==> config.mk <==
export PLATFORM = sky130hd
export DESIGN_NAME = argmax_8_16
export DESIGN_NICKNAME = d
export VERILOG_FILES = /design/src/rtl/nn_pkg.sv /design/src/rtl/argmax_cmp.sv /design/src/rtl/argmax_8_16.sv
export SDC_FILE = /design/constraint.sdc
export NUM_CORES = 1
export LEC_CHECK = 0
export ABC_AREA = 0
export BUFFER_PORTS_ARGS = -buffer_cell sky130_fd_sc_hd__buf_2
export CORE_MARGIN = 2
export CORE_UTILIZATION = 30
export DETAILED_ROUTE_END_ITERATION = 16
export GPL_ROUTABILITY_DRIVEN = 0
export MAX_ROUTING_LAYER = met4
export SLEW_MARGIN = 20
export SYNTH_ARGS = -nofsm -noshare
export SYNTH_HDL_FRONTEND = slang
export SYNTH_SLANG_ARGS = --single-unit
export TNS_END_PERCENT = 30
==> constraint.sdc <==
create_clock -name clk -period 5.3 [get_ports clk]
set_clock_uncertainty 0.05 [all_clocks]
set_input_delay 1.06 -clock clk [delete_from_list [all_inputs] [get_ports clk]]
set_output_delay 1.06 -clock clk [all_outputs]
set_load 0.005 [all_outputs]
==> src/rtl/nn_pkg.sv <==
// Shared element definitions for the network layer blocks and the argmax stage.
// Latency: n/a (types and constants only).
// Backpressure: n/a.
package nn_pkg;

   // Activation width shared by every layer and the argmax stage.
   localparam int T = 16;

   // One signed activation value.
   typedef logic signed [T-1:0] elem_t;

endpackage : nn_pkg

==> src/rtl/argmax_cmp.sv <==
// Picks between a running (value, index) pair and an incoming pair: incoming wins when first or strictly greater.
// Latency: purely combinational, zero cycles.
// Backpressure: none; caller decides when the selected pair is captured.
module argmax_cmp
   import nn_pkg::*;
#(
   parameter int IW = 3
) (
   input  logic                i_first,
   input  logic signed [T-1:0] i_run_val,
   input  logic [IW-1:0]       i_run_idx,
   input  logic signed [T-1:0] i_new_val,
   input  logic [IW-1:0]       i_new_idx,
   output logic signed [T-1:0] o_val,
   output logic [IW-1:0]       o_idx
);

   logic w_take_new;

   // Strict signed compare so an equal later element never displaces an earlier one.
   always_comb begin
      w_take_new = i_first || (i_new_val > i_run_val);
      o_val      = w_take_new ? i_new_val : i_run_val;
      o_idx      = w_take_new ? i_new_idx : i_run_idx;
   end

endmodule : argmax_cmp

==> src/rtl/argmax_8_16.sv <==
// Streaming argmax: folds N signed elements per vector and emits (index, value) of the maximum.
// Latency: result valid on the edge that accepts element N-1; one element per cycle sustained.
// Backpressure: stalls only the last element of a vector while a previous result is still held.
module argmax_8_16
   import nn_pkg::*;
#(
   parameter int  N  = 8,
   localparam int IW = $clog2(N)
) (
   input  logic          clk,
   input  logic          reset,
   input  logic          s_valid,
   output logic          s_ready,
   input  logic [T-1:0]  data_in,
   output logic          m_valid,
   input  logic          m_ready,
   output logic [IW-1:0] data_out,
   output logic [T-1:0]  max_out
);

   localparam logic [IW-1:0] LAST_IDX = IW'(N - 1);

   // Accumulator for the vector currently streaming in.
   logic [IW-1:0] r_cnt;
   elem_t         r_run_max;
   logic [IW-1:0] r_run_idx;

   // Result register presented downstream.
   logic          r_m_valid;
   logic [IW-1:0] r_data_out;
   elem_t         r_max_out;

   logic          w_at_last;
   logic          w_first;
   logic          w_s_ready;
   logic          w_accept;
   logic          w_last_accept;
   logic          w_result_take;
   elem_t         w_sel_val;
   logic [IW-1:0] w_sel_idx;

   // Handshake decode; s_ready looks only at state and m_ready, never at s_valid.
   always_comb begin
      w_at_last     = (r_cnt == LAST_IDX);
      w_first       = (r_cnt == '0);
      w_s_ready     = !(w_at_last && r_m_valid && !m_ready);
      w_accept      = s_valid && w_s_ready;
      w_last_accept = w_accept && w_at_last;
      w_result_take = r_m_valid && m_ready;
   end

   // Single selector: its output is both the next running state and the
   // final result, so the last element is already folded in when the result loads.
   argmax_cmp #(
      .IW (IW)
   ) u_cmp (
      .i_first   (w_first),
      .i_run_val (r_run_max),
      .i_run_idx (r_run_idx),
      .i_new_val (data_in),
      .i_new_idx (r_cnt),
      .o_val     (w_sel_val),
      .o_idx     (w_sel_idx)
   );

   // Running max/index and element position; gaps in s_valid leave them untouched.
   always_ff @(posedge clk or posedge reset) begin
      if (reset) begin
         r_cnt     <= '0;
         r_run_max <= '0;
         r_run_idx <= '0;
      end else if (w_accept) begin
         r_run_max <= w_sel_val;
         r_run_idx <= w_sel_idx;
         r_cnt     <= w_at_last ? '0 : r_cnt + 1'b1;
      end
   end

   // Result register: a new result overrides a same-cycle take, otherwise a take clears valid.
   always_ff @(posedge clk or posedge reset) begin
      if (reset) begin
         r_m_valid  <= 1'b0;
         r_data_out <= '0;
         r_max_out  <= '0;
      end else if (w_last_accept) begin
         r_m_valid  <= 1'b1;
         r_data_out <= w_sel_idx;
         r_max_out  <= w_sel_val;
      end else if (w_result_take) begin
         r_m_valid  <= 1'b0;
      end
   end

   assign s_ready  = w_s_ready;
   assign m_valid  = r_m_valid;
   assign data_out = r_data_out;
   assign max_out  = r_max_out;

endmodule : argmax_8_16

==> flow_summary_export.csv <==
group,metric,value,unit
clock_tree,clock_latency,0.29,ns
grt,grt-busiest-layer,"met2",
clock_tree,cts_setup_buffers,0,
grt,grt_use_met1,14.60,%
sta,tightestPinTransition,0.8997,ns
hold_path,min_from,"data_out[2]",
setup_path,crit_family,"compound AO/OA/AOI/OAI gates",
sta,slew_headroom,40.02,%
setup_path,crit_type,"input pin to flip-flop",
setup_path,crit_arrival,3.65,ns
clock_tree,cts.sinks,42,
clock_tree,cts_resized,0,
logic_synthesis,ys_ff_latch,42,
setup_path,path_max_fanout,10,
sta,fin_crit_sh,66.80,%
floorplanning,core-area,7607,um2
drt,wl_per_cell,12.48,um
clock_tree,hold_buffers,0,
grt,antenna_found_initial,0,
logic_synthesis,synth.distinct_cells,33,
finish,fin_util,35.28,%
floorplanning,start_util,30.38,%
drt,drt-total-wl,4407,um
sta,period_needed,3.540,ns
drt,drtIter0Drc,60,
setup_path,critPathSlowestCell,"o221ai_2",
logic_synthesis,synth_area_per_cell,11.06,um2
clock_tree,cts_root_buf,"clkbuf_8",
finish,stdcell_count,353,
logic_synthesis,synth_ff_type,"dfrtp_1",
logic_synthesis,ys_async_sr_fraction,100.0,%
sta,rsz0062_at_grt,"no",
grt,met2_usage,18.08,%
setup_path,max_stage_delay,0.73,ns
logic_synthesis,synth_enable_flop_cells,0,
grt,met3_usage,3.040,%
clock_tree,cts.htree.levels,2,
placed_design,dp_hpwl,3260,um
flow_run,drv_cap,0,
setup_path,path_buf_inv,2,
finish,final_cell_mix,"dfrtp_1, buf_2, a21oi_1",
finish,drive_gt1_share,25.10,%
pwr,ir_drop,0.1663,mV
logic_synthesis,ys_seq_area_share,45.48,%
placed_design,io_buffer_count,40,
setup_path,endpoint_kind,"flip-flop",
sta,fmax,282.5,MHz
finish,final_nets,290,
floorplanning,placementRows,32,
clock_tree,cts_tree,"yes",
clock_tree,cts_buffer_depth,2,
floorplanning,dieArea,8421,um2
pwr,power_density,571.4,nW/um2
floorplanning,boundaryPins,41,
logic_synthesis,yosys_warnings,0,
setup_path,crit_chain,"buf_2 -> ha_1 -> nand4_2 -> nor3_1 -> a2111oi_1 -> o221ai_2 -> buf_4 -> mux2i_1 -> a21oi_1",
outcome,status,"completed",
grt,grt_pass1_wl,7652,um
floorplanning,dieWidth,91.77,um
sta,finalMaxSlewViolations,0,
floorplanning,fp.dieH,91.77,um
grt,grt_pass1_vias,1678,
placed_design,placed_cells,346,
clock_tree,cts-buffers-inserted,5,
finish,layout_commonest_cell,"dfrtp_1",
drt,remaining_drc_errors,0,
drt,dr_total_vias,1597,
setup_path,crit_start,"data_in[15]",
setup_path,reg2reg_from,"r_run_max[15]",
clock_tree,clk_pin_slew,0.07,ns
setup_path,crit_required,5.41,ns
finish,area_growth_syn_to_layout,16.13,%
logic_synthesis,syn-num-nets,248,
drt,viasPerCell,4.524,
setup_path,start_kind,"input pin",
setup_path,reg2reg_slack,2.25,ns
logic_synthesis,syn_inst,209,
pwr,p_leak,0.001356,uW
sta,setup_viol,0,
drt,firstDrtPassIters,4,
sta,finalHoldViolations,0,
grt,grt_use_total,11.65,%
sta,setup_tns,0,ns
grt,grt_max_degree,43,
grt,grt-ovfl-total,0,
hold_path,min_path_type,"flip-flop to flip-flop",
drt,antenna_left,0,
logic_synthesis,netlist_area,2311,um2
finish,diodes,0,
final timing paths:
check | endpoint | cells past startpoint
min | data_out[2] | 2
min reg2reg | data_out[2] | 2
max in group asynchronous | max_out[0] | 3
max | data_out[1] | 9
min in group asynchronous | max_out[5] | 3
max reg2reg | data_out[1] | 9
tightest hold or removal path: cells and delay by family, from the launching register on:
| family | cells | cell delay (ns) |
|---|---|---|
| and+or+nand+nor | 1 | 0.05 |
| DFF | 1 | 0.34 |
| AOI/OAI and AO/OA | 1 | 0.06 |
flip-flops by register name, indices dropped and copies added, names as in the netlist:
signal / flops
max_out: 16
r_run_max: 16
data_out: 3
r_cnt: 3
r_run_idx: 3
m_valid: 1
where the power goes:
group / switching, uW / total [uW] / internal [uW]
registers: 100 / 582 / 482
clock network: 100 / 191 / 90.7
logic: 375 / 761 / 386
total: 575 / 1530 / 959
cells by family (layout without fill, tap and decap cells):
family / after synthesis / in the layout / synth area share (%)
AO/OA/AOI/OAI: 41 / 41 / 10.72
adder cells (fa/ha/maj): 19 / 19 / 10.29
multiplexers: 37 / 37 / 18.68
buffers and inverters: 29 / 71 / 5.739
AND/OR/NAND/NOR: 41 / 41 / 9.096
flip-flops: 42 / 42 / 45.48
synth_stat cells, drive strengths merged (3+ instances only):
library cell / count / area [um2]
a21oi: 24 / 120.1
buf: 5 / 42.53
clkbuf: 3 / 11.26
dfrtp: 42 / 1051
ha: 19 / 237.7
inv: 21 / 78.83
mux2: 19 / 251.5
mux2i: 18 / 180.2
nand2: 8 / 46.30
nand4: 3 / 25.02
nor2: 21 / 78.83
o21ai: 7 / 35.03
final cells by class:
class                           count  area [um2]
Multi-Input combinational cell    138        1127
Sequential cell                    42        1051
Tap cell                          102       127.6
Timing Repair Buffer               43       222.7
Inverter                           21       78.83
Clock buffer                        7       76.32
Fill cell                         803        4923
metal layers:
| layer | share of wire, % | vias to the layer above |
|---|---|---|
| li1 | - | 809 |
| met2 | 46 | 24 |
| met5 | 0 | - |
| met3 | 4.0 | 6 |
| met1 | 49 | 758 |
| met4 | 1.5 | 0 |
metrics by stage:
| step | cell area [um2] | hold WS, ns | worst slack, ns | total power, uW |
|---|---|---|---|---|
| after floorplan | 2311 | 0.4262 | 2.073 | 1176 |
| after global placement | 2608 | 0.4337 | 1.564 | 1343 |
| after detailed placement | 2608 | 0.4416 | 1.483 | 1364 |
| after CTS | 2684 | 0.4580 | 1.763 | 1565 |
| after global routing | 2684 | 0.4931 | 1.545 | 1690 |
| final | 2684 | 0.4459 | 1.760 | 1534 |
Note: power is estimated with default switching activity, not from simulation.
